`config.mk`:
```
export PLATFORM = sky130hd
export DESIGN_NAME = core_trace_mon
export DESIGN_NICKNAME = d
export VERILOG_FILES = /design/src/rtl/ooop_types.sv /design/src/rtl/trace_fifo.sv /design/src/rtl/core_trace_mon.sv
export SDC_FILE = /design/constraint.sdc
export NUM_CORES = 1
export LEC_CHECK = 0
export ABC_AREA = 1
export ABC_CLOCK_PERIOD_IN_PS = 14390
export BUFFER_PORTS_ARGS = -buffer_cell sky130_fd_sc_hd__buf_2
export CORE_MARGIN = 2
export CORE_UTILIZATION = 35
export CTS_CLUSTER_DIAMETER = 30
export CTS_CLUSTER_SIZE = 24
export DETAILED_ROUTE_END_ITERATION = 12
export SLEW_MARGIN = 20
export SYNTH_ARGS = -nofsm -noshare
export SYNTH_HDL_FRONTEND = slang
export SYNTH_HIERARCHICAL = 1
export SYNTH_SLANG_ARGS = --single-unit
```
`constraint.sdc`:
```
create_clock -name clk -period 14.39 [get_ports clk]
set_input_delay 2.1585 -clock clk [delete_from_list [all_inputs] [get_ports clk]]
set_output_delay 2.1585 -clock clk [all_outputs]
set_load 0.02 [all_outputs]
```
`src/rtl/ooop_types.sv`:
```
// rtl/ooop_types.sv - shared core types: trace monitor states, halt causes and trace record
package ooop_types;
  localparam int TRACE_NUM_WATCH = 2;
  localparam int TRACE_XLEN      = 32;
  localparam int TRACE_CNT_W     = 32;

  typedef enum logic [1:0] {
    TK_PERIODIC   = 2'd0,
    TK_STALL_SNAP = 2'd1,
    TK_FINAL      = 2'd2
  } trace_kind_e;

  typedef enum logic [1:0] {
    ST_IDLE = 2'd0,
    ST_RUN  = 2'd1,
    ST_HALT = 2'd2
  } mon_state_e;

  typedef enum logic [1:0] {
    HC_NONE   = 2'd0,
    HC_STALL  = 2'd1,
    HC_MAXCYC = 2'd2
  } halt_cause_e;

  typedef struct packed {
    trace_kind_e                           kind;
    logic [TRACE_CNT_W-1:0]                cycle;
    logic [TRACE_CNT_W-1:0]                commits;
    logic [TRACE_NUM_WATCH*TRACE_XLEN-1:0] vals;
  } trace_rec_t;

  localparam int TRACE_REC_W = $bits(trace_rec_t);

  function automatic logic [TRACE_CNT_W-1:0] sat_inc(input logic [TRACE_CNT_W-1:0] v);
    return (&v) ? v : v + 1'b1;
  endfunction
endpackage

```
`src/rtl/trace_fifo.sv`:
```
// rtl/trace_fifo.sv - synchronous first-word-fall-through FIFO; head reads as zero when empty
module trace_fifo #(
  parameter int WIDTH = 8,
  parameter int DEPTH = 8
) (
  input  logic                     clk,
  input  logic                     rst_n,
  input  logic                     in_tvalid,
  input  logic [WIDTH-1:0]         in_tdata,
  output logic [WIDTH-1:0]         out_tdata,
  input  logic                     out_tready,
  output logic [$clog2(DEPTH):0]   count,
  output logic                     full,
  output logic                     empty
);
  localparam int AW = $clog2(DEPTH);

  logic [WIDTH-1:0] mem [DEPTH];
  logic [AW-1:0]    wr_ptr, rd_ptr;
  logic             do_push, do_pop;

  assign full      = (count == (AW+1)'(DEPTH));
  assign empty     = (count == '0);
  assign do_push   = in_tvalid && !full;
  assign do_pop    = out_tready && !empty;
  assign out_tdata = empty ? '0 : mem[rd_ptr];

  always_ff @(posedge clk) begin
    if (do_push) mem[wr_ptr] <= in_tdata;
  end

  always_ff @(posedge clk) begin
    if (!rst_n) begin
      wr_ptr <= '0;
      rd_ptr <= '0;
      count  <= '0;
    end else begin
      if (do_push) wr_ptr <= wr_ptr + 1'b1;
      if (do_pop)  rd_ptr <= rd_ptr + 1'b1;
      case ({do_push, do_pop})
        2'b10:   count <= count + 1'b1;
        2'b01:   count <= count - 1'b1;
        default: ;
      endcase
    end
  end
endmodule

```
`src/rtl/core_trace_mon.sv`:
```
// rtl/core_trace_mon.sv - commit-progress monitor and watched-value tracer; OOOP_TRACE_STALL_SNAP_EN adds mid-stall snapshots
module core_trace_mon
  import ooop_types::*;
#(
  parameter int XLEN            = 32,
  parameter int NUM_WATCH       = 2,
  parameter int COMMIT_W        = 1,
  parameter int SAMPLE_EVERY    = 1,
  parameter int STALL_THRESHOLD = 200,
  parameter int MAX_CYCLES      = 300,
  parameter int FIFO_DEPTH      = 8,
  parameter int CNT_W           = 32
) (
  input  logic                            clk,
  input  logic                            rst_n,
  input  logic                            enable_i,
  input  logic [$clog2(COMMIT_W+1)-1:0]   commit_cnt_i,
  input  logic [NUM_WATCH*XLEN-1:0]       watch_val_i,
  output logic                            trace_valid_o,
  input  logic                            trace_ready_i,
  output trace_rec_t                      trace_rec_o,
  output logic [CNT_W-1:0]                cycle_o,
  output logic [CNT_W-1:0]                commits_o,
  output logic [CNT_W-1:0]                stall_ctr_o,
  output logic [CNT_W-1:0]                drop_cnt_o,
  output logic [1:0]                      state_o,
  output logic                            halt_o,
  output logic [1:0]                      halt_cause_o
);
  localparam int SW  = (SAMPLE_EVERY > 1) ? $clog2(SAMPLE_EVERY) : 1;
  localparam int FCW = $clog2(FIFO_DEPTH) + 1;
  localparam logic [SW-1:0] SAMPLE_RELOAD = SW'(SAMPLE_EVERY - 1);

  mon_state_e        state_q, state_nx;
  halt_cause_e       cause_q, cause_nx;
  logic [CNT_W-1:0]  cycle_q, cycle_nx, commits_q, commits_nx;
  logic [CNT_W-1:0]  stall_q, stall_nx, drop_q, drop_nx;
  logic [SW-1:0]     samp_q, samp_nx;
  logic              push, periodic_due, snap_due, has_space, stall_hit, cyc_hit;
  trace_rec_t        push_rec;
  logic [TRACE_REC_W-1:0] head_data;
  logic [FCW-1:0]    fifo_count;
  logic              fifo_full, fifo_empty;
`ifdef OOOP_TRACE_STALL_SNAP_EN
  logic              snap_armed_q, snap_armed_nx;
`endif

  assign stall_hit = (stall_q >= CNT_W'(STALL_THRESHOLD));
  assign cyc_hit   = (cycle_q >= CNT_W'(MAX_CYCLES));
  // Last slot is kept for the FINAL record; same-cycle pops do not count.
  assign has_space = !fifo_full && (fifo_count < FCW'(FIFO_DEPTH - 1));

  always_comb begin
    state_nx         = state_q;
    cause_nx         = cause_q;
    cycle_nx         = cycle_q;
    commits_nx       = commits_q;
    stall_nx         = stall_q;
    drop_nx          = drop_q;
    samp_nx          = samp_q;
    push             = 1'b0;
    periodic_due     = 1'b0;
    snap_due         = 1'b0;
    push_rec.kind    = TK_PERIODIC;
    push_rec.cycle   = cycle_q;
    push_rec.commits = commits_q;
    push_rec.vals    = watch_val_i;
`ifdef OOOP_TRACE_STALL_SNAP_EN
    snap_armed_nx    = snap_armed_q;
`endif
    case (state_q)
      ST_IDLE: begin
        if (enable_i) begin
          state_nx = ST_RUN;
          samp_nx  = SAMPLE_RELOAD;
        end
      end
      ST_RUN: begin
        if (stall_hit || cyc_hit) begin
          state_nx      = ST_HALT;
          cause_nx      = stall_hit ? HC_STALL : HC_MAXCYC;
          push          = 1'b1;
          push_rec.kind = TK_FINAL;
        end else if (enable_i) begin
          cycle_nx = cycle_q + 1'b1;
          if (commit_cnt_i != '0) begin
            commits_nx = commits_q + CNT_W'(commit_cnt_i);
            stall_nx   = '0;
          end else begin
            stall_nx   = sat_inc(stall_q);
          end
          if (samp_q == '0) begin
            samp_nx      = SAMPLE_RELOAD;
            periodic_due = 1'b1;
          end else begin
            samp_nx      = samp_q - 1'b1;
          end
`ifdef OOOP_TRACE_STALL_SNAP_EN
          snap_due = snap_armed_q && (stall_q == CNT_W'(STALL_THRESHOLD / 2));
          if (commit_cnt_i != '0) snap_armed_nx = 1'b1;
          else if (snap_due)      snap_armed_nx = 1'b0;
`endif
          if (snap_due || periodic_due) begin
            if (has_space) begin
              push          = 1'b1;
              push_rec.kind = snap_due ? TK_STALL_SNAP : TK_PERIODIC;
            end else if (!snap_due) begin
              drop_nx = sat_inc(drop_q);
            end
          end
        end
      end
      ST_HALT: ;
      default: state_nx = ST_IDLE;
    endcase
  end

  always_ff @(posedge clk) begin
    if (!rst_n) begin
      state_q      <= ST_IDLE;
      cause_q      <= HC_NONE;
      cycle_q      <= '0;
      commits_q    <= '0;
      stall_q      <= '0;
      drop_q       <= '0;
      samp_q       <= '0;
`ifdef OOOP_TRACE_STALL_SNAP_EN
      snap_armed_q <= 1'b1;
`endif
    end else begin
      state_q      <= state_nx;
      cause_q      <= cause_nx;
      cycle_q      <= cycle_nx;
      commits_q    <= commits_nx;
      stall_q      <= stall_nx;
      drop_q       <= drop_nx;
      samp_q       <= samp_nx;
`ifdef OOOP_TRACE_STALL_SNAP_EN
      snap_armed_q <= snap_armed_nx;
`endif
    end
  end

  trace_fifo #(
    .WIDTH (TRACE_REC_W),
    .DEPTH (FIFO_DEPTH)
  ) u_fifo (
    .clk        (clk),
    .rst_n      (rst_n),
    .in_tvalid  (push),
    .in_tdata   (push_rec),
    .out_tdata  (head_data),
    .out_tready (trace_ready_i),
    .count      (fifo_count),
    .full       (fifo_full),
    .empty      (fifo_empty)
  );

  assign trace_valid_o = !fifo_empty;
  assign trace_rec_o   = trace_rec_t'(head_data);
  assign cycle_o       = cycle_q;
  assign commits_o     = commits_q;
  assign stall_ctr_o   = stall_q;
  assign drop_cnt_o    = drop_q;
  assign state_o       = state_q;
  assign halt_o        = (state_q == ST_HALT);
  assign halt_cause_o  = cause_q;
endmodule

```
==> results of run 1 <==
logic make-up after synthesis:
| family | Yosys count | share of synthesized area (%) |
|---|---|---|
| XOR/XNOR | 40 | 0.7194 |
| other | 1 | 0.007700 |
| AND/OR/NAND/NOR | 1741 | 14.14 |
| adder cells (fa/ha/maj) | 12 | 0.3083 |
| flip-flops | 1185 | 70.09 |
| buffers and inverters | 453 | 4.660 |
| AO/OA/AOI/OAI | 882 | 10.08 |
worst max-delay path, cell delays in order, from the launching register on:
cell and delay (ps):
dfxtp_4 830, buf_4 840, buf_4 770, buf_4 760, nor2_1 110, nor2_1 110, o21ai_0 100, o211ai_1 130
nand2_1 70, nor2_1 220, buf_2 210
per-layer routing:
| metal | part of all wire [%] | global-route usage [%] | up-vias |
|---|---|---|---|
| met1 | 43 | 23.65 | 16590 |
| met3 | 7.7 | 5.516 | 262 |
| met4 | 2.4 | 6.604 | 4 |
| li1 | - | - | 15910 |
| met5 | 0.020 | 0 | - |
| met2 | 47 | 29.18 | 996 |
state kept, by name, summed over array words and instances (netlist names), named ones only:
register and count:
drop_cnt_o 32, halt_cause_o 2, u_fifo/count 4, u_fifo/mem 1040
u_fifo/wr_ptr 3, u_fifo/rd_ptr 3, stall_ctr_o 32, commits_o 32
state_o 2, cycle_o 32
metrics by stage:
step	cell area, um2	power [mW]	instances	hold WS [ps]
6_report	60930	12.80	6689	434.3
5_1_grt	60910	13.37	6681	450.4
4_1_cts	60880	12.93	6680	437.4
3_5_place_dp	51360	6.566	6171	430.4
3_3_place_gp	51360	6.549	6171	424.3
2_1_floorplan	48730	5.710	4321	433.1
final timing paths:
| path | end | cells after the start |
|---|---|---|
| worst max-delay path | trace_rec_o[97] | 10 |
| worst max register to register | u_fifo/mem[1][97] | 15 |
| worst min-delay path | stall_ctr_o[26] | 2 |
| worst min register to register | stall_ctr_o[26] | 2 |
final cells by class:
type | count | area, um2
antenna | 8 | 20.02
clock inverter | 166 | 1847
sequential | 1185 | 34140
multi-input combinational | 2683 | 12410
tap | 1794 | 2245
fill | 12620 | 76910
clock buffer | 343 | 7674
timing repair buffer | 382 | 2085
inverter | 128 | 499.2
cells in the final DEF, fill, tap and decap left out, types with 23 or more instances in the layout:
master / Yosys / final
o22ai_1: 130 / 130
dfxtp_1: 145 / 142
xor2_1: 25 / 25
nand4_1: 70 / 70
a21oi_1: 90 / 90
o21ai_0: 530 / 530
o211ai_1: 130 / 130
nand2_1: 512 / 512
nand3_1: 49 / 48
inv_1: 126 / 125
clkbuf_16: 0 / 296
buf_2: 75 / 331
clkinv_2: 0 / 51
clkinvlp_4: 0 / 23
bufinv_16: 0 / 36
buf_4: 73 / 48
clkinv_1: 0 / 32
nor2_1: 1081 / 1072
clkbuf_1: 138 / 38
edfxtp_1: 1040 / 1040
power groups by stage:
stage          logic [mW]  clock network [mW]  registers (mW)
2_1_floorplan        1.83                   0            3.88
3_3_place_gp         2.62                   0            3.93
3_5_place_dp         2.64                   0            3.93
4_1_cts              2.65                6.41            3.87
5_1_grt              2.91                6.58            3.87
6_report             2.63                6.31            3.87
==> results.yml, run 1 <==
route:
  wire_per_inst_um: 19.93
  routed_via_density: 5.048
  drc: 0
  routed_wl_um: 133300
  drt_iter0_drc: 2499
  vias: 33760
  first_pass_iters: 5
  drtAntennaViolNets: 0
power_and_ir_drop:
  powerDensity_nw_per_um2: 210.1
  pwr-share-seq_pct: 30.2
  p_switching_mw: 3.874
  p_int_mw: 8.927
  ir_worst_vdd_uv: 117.5
  p_clk_share_pct: 49.3
  p_leak_nw: 22.70
  swShare_pct: 30.26
  comb_power_share_pct: 20.5
sta:
  maxSlewHeadroom_pct: 6.331
  final.setup.tns_ps: 0
  final.min_clock_period_ps: 7313
  rsz0062_at_grt: "no"
  hold_viol_final: 0
  fmax_ghz: 0.1367
  setup_viol: 0
  timing.final.ws_setup_ps: 7077
  worstMarginPinSlew_ps: 1405
  fin_worst_skew_ps: 105.4
  final_max_slew_viol_count: 0
  min_period_over_period_pct: 50.82
floorplan:
  die_h_um: 377.0
  die-area_um2: 142100
  io_pins: 333
  initial_core_util_pct: 35.33
  coreArea_um2: 137800
  die_w_um: 377.0
  num_rows: 136
outcome:
  status: "completed"
cts:
  post_cts_buffers: 0
  numCtsBuffers: 290
  path_clk_slew_ps: 40
  holdBufCountCts: 0
  cts_resized: 0
  insertion_delay_ps: 910
  cts_tree: "yes"
  cts.htree.levels: 5
  cts_sinks: 1185
  cts_max_path_buffers: 4
  root_buffer: "clkbuf_16"
min_path:
  min_from: "stall_ctr_o[26]"
  hold_class: "reg2reg"
synth:
  yosysMostFrequentCell: "nor2_1"
  synth_ff_type: "edfxtp_1"
  ys_ff_latch: 1185
  syn_avg_cell_area_um2: 11.29
  synthArstFlopShare_pct: 0
  synth_common_cells: "1081 x nor2_1, 1040 x edfxtp_1, 530 x o21ai_0"
  synth.area.top_cells: "edfxtp_1 64%, nor2_1 8.3%, dfxtp_1 6.0%"
  netlist_instances: 4314
  yosys_warnings: 6
  synth-edff-count: 1040
  yosysTopAreaCell: "edfxtp_1"
  synth.distinct_cells: 34
  syn_area_um2: 48700
  yosysSeqAreaShare_pct: 70.09
  yosysTopAreaCellShare_pct: 64.12
run:
  max_cap_viol_count: 0
layout:
  drive_above_1_share_pct: 17.33
  syn2layout_area_growth_pct: 25.10
  finish.utilization_pct: 44.20
  nNetsFinal: 4751
global_route:
  grt_usage_pct: 18.34
  grt_max_degree: 263
  grt_pass1_vias: 32950
  grt_pass1_wl_um: 199000
  overflow: 0
  antenna_found_initial: 6
placement:
  dp_slack_ps: 7865
  place.gp.congestion: 0.8456
  place_hpwl_um: 70510
  port_buffers: 332
setup_path:
  critPathRequiredTime_ps: 12230
  path_max_fanout: 90
  critical_path_class: "reg2out"
  endpoint_kind: "primary output"
  r2r_start: "cycle_o[2]"
  start_kind: "register"
  worst-endpoint-arrival_ps: 5150
  r2r_setup_slack_ps: 8430
(Power assumes the default switching activity.)
==> inputs of run 2 (changes only) <==
--- a/config.mk
+++ b/config.mk
@@ -6,7 +6,7 @@
 export NUM_CORES = 1
 export LEC_CHECK = 0
 export ABC_AREA = 1
-export ABC_CLOCK_PERIOD_IN_PS = 14390
+export ABC_CLOCK_PERIOD_IN_PS = 6250
 export BUFFER_PORTS_ARGS = -buffer_cell sky130_fd_sc_hd__buf_2
 export CORE_MARGIN = 2
 export CORE_UTILIZATION = 35
==> constraint.sdc (replaced) <==
create_clock -name clk -period 6.25 [get_ports clk]
set_input_delay 0.9375 -clock clk [delete_from_list [all_inputs] [get_ports clk]]
set_output_delay 0.9375 -clock clk [all_outputs]
set_load 0.02 [all_outputs]
==> run 2 against run 1 <==
The run now ends with max-slew violations left. Combinational power up 140%. Flip-flop and latch count unchanged. Clock power up 120%. Cell count down 0.42%. Global-route usage up 0.27 points. First-iteration DRC count up 8.2%. Non-clock buffer count down 2. Largest power group unchanged.
==> results.yml, run 2 (synthesis gave the netlist of run 1 again) <==
setup_path:
  crit_buf_inv: 2
  path_max_fanout: 226
  cpPeakStageDelay_ps: 900
  start_kind: "register"
  worst-endpoint-arrival_ps: 4240
  path_common_cell: "nor2_1"
  slowest_stage: "dfxtp_4"
  critPathRequiredTime_ps: 5310
  crit_family: "flip-flops"
  crit_chain: "buf_12 > o21ai_0 > o22ai_1 > nor2_1 > nor2_1 > buf_2"
  endpoint_kind: "primary output"
  critical_path_class: "reg2out"
route:
  vias: 34130
  routed_via_density: 5.124
  wire_per_inst_um: 20.36
  drc: 0
  routed_wl_um: 135600
  first_pass_iters: 5
  drtAntennaViolNets: 0
  drt_iter0_drc: 2704
global_route:
  grt_pass1_vias: 32750
  grt_max_degree: 273
  overflow: 0
  antenna_found_initial: 18
  grt_pass1_wl_um: 201300
  grt_usage_pct: 18.61
layout:
  syn2layout_area_growth_pct: 24.28
  nNetsFinal: 4744
  finish.utilization_pct: 43.91
  register_area_um2: 34140
  final_area_um2: 60530
  multi_input_area_um2: 12410
  regMostFlops: "u_fifo/mem"
  num-fill-cells: 12650
  most-common-layout-cells: "1072 x nor2_1, 1040 x edfxtp_1, 530 x o21ai_0, 512 x nand2_1, 331 x buf_2"
  stdcell_count: 6661
  largest_reg_flops: 1040
  final_common_cell: "nor2_1"
  drive_above_1_share_pct: 16.82
placement:
  port_buffers: 332
  place_hpwl_um: 72600
  dp_slack_ps: 1979
  placed_cell_area_um2: 51490
  dpl.cell_count: 6170
  place.gp.congestion: 0.8695
min_path:
  hold_class: "in2reg"
sta:
  final_max_slew_viol_count: 79
  hold_viol_final: 0
  maxSlewHeadroom_pct: -6.445
  timing.final.ws_setup_ps: 1072
  final.min_clock_period_ps: 5178
  setup_viol: 0
  final.setup.tns_ps: 0
  min_period_over_period_pct: 82.85
  fmax_ghz: 0.1931
  hold_slack_ps: 338.6
  worstMarginPinSlew_ps: 1597
  rsz0062_at_grt: "no"
  fin_worst_skew_ps: 65.71
cts:
  holdBufCountCts: 0
  cts_resized: 0
  numCtsBuffers: 285
  cts_tree: "yes"
  path_clk_slew_ps: 50
  insertion_delay_ps: 870
  root_buffer: "clkbuf_16"
  cts.htree.levels: 5
  cts_max_path_buffers: 4
  post_cts_buffers: 0
  cts_sinks: 1185
run:
  max_cap_viol_count: 0
floorplan:
  die_w_um: 377.0
  io_pins: 333
  die_h_um: 377.0
  initial_core_util_pct: 35.33
  coreArea_um2: 137800
  die-area_um2: 142100
  num_rows: 136
power_and_ir_drop:
  p_leak_nw: 22.47
  powerDensity_nw_per_um2: 477.4
  power_mw: 28.90
  ir_worst_vdd_uv: 308.8
outcome:
  violations: "max-slew violations"
  status: "finished, violations left"
-- run 2: changes by cell type in the layout (fill, tap and decap cells not counted), moves of 3 or more --
cell / before / now
buf_4: 48 / 36
buf_12: 2 / 13
bufinv_16: 36 / 25
clkinv_2: 51 / 41
clkbuf_16: 296 / 290
diode_2: 8 / 3
clkinvlp_4: 23 / 19
clkbuf_1: 38 / 41
clkinv_1: 32 / 35
-- run 2: metal layers --
metal | track usage (%) | vias to the layer above | wire length (um)
met2 | 29.42 | 1239 | 62730
li1 | - | 15890 | -
met5 | 0 | - | 145
met3 | 5.976 | 285 | 11860
met4 | 7.351 | 22 | 4255
met1 | 23.64 | 16700 | 56620
-- run 2: power breakdown --
part / switching [mW] / leakage, nW / total, mW / internal, mW
combinational: 4.51 / 7.27 / 6.20 / 1.69
sequential: 0.170 / 10.8 / 8.91 / 8.74
clock: 4.27 / 4.39 / 13.8 / 9.52
-- run 2: layout make-up --
cell class	count	area share, %
diodes	3	0.01240
clock buffers	341	12.47
clock inverters	147	2.448
inverters	128	0.8248
multi-input cells	2683	20.51
flip-flops and latches	1185	56.41
well taps	1794	3.709
repair buffers	380	3.614
-- run 2: worst paths after layout --
check	startpoint	endpoint	slack, ps	depth (start not counted)
worst max register to register	cycle_o[5]	u_fifo/mem[7][65]	2040	13
worst min register to register	stall_ctr_o[16]	stall_ctr_o[16]	430	2
worst min-delay path	watch_val_i[10]	u_fifo/mem[3][10]	340	1
worst max-delay path	register	trace_rec_o[129]	1070	6
-- run 2: worst reg2reg max path, cell delays in order, from the launching register on --
cell	delay, ps
dfxtp_1	590
nand3_1	160
nand3_1	170
nand2_1	130
nand4_1	170
nor2_4	100
nor2_1	470
inv_1	170
nand2_1	120
nand2_1	170
nor2_1	140
inv_1	170
nor2_4	720
buf_4	530
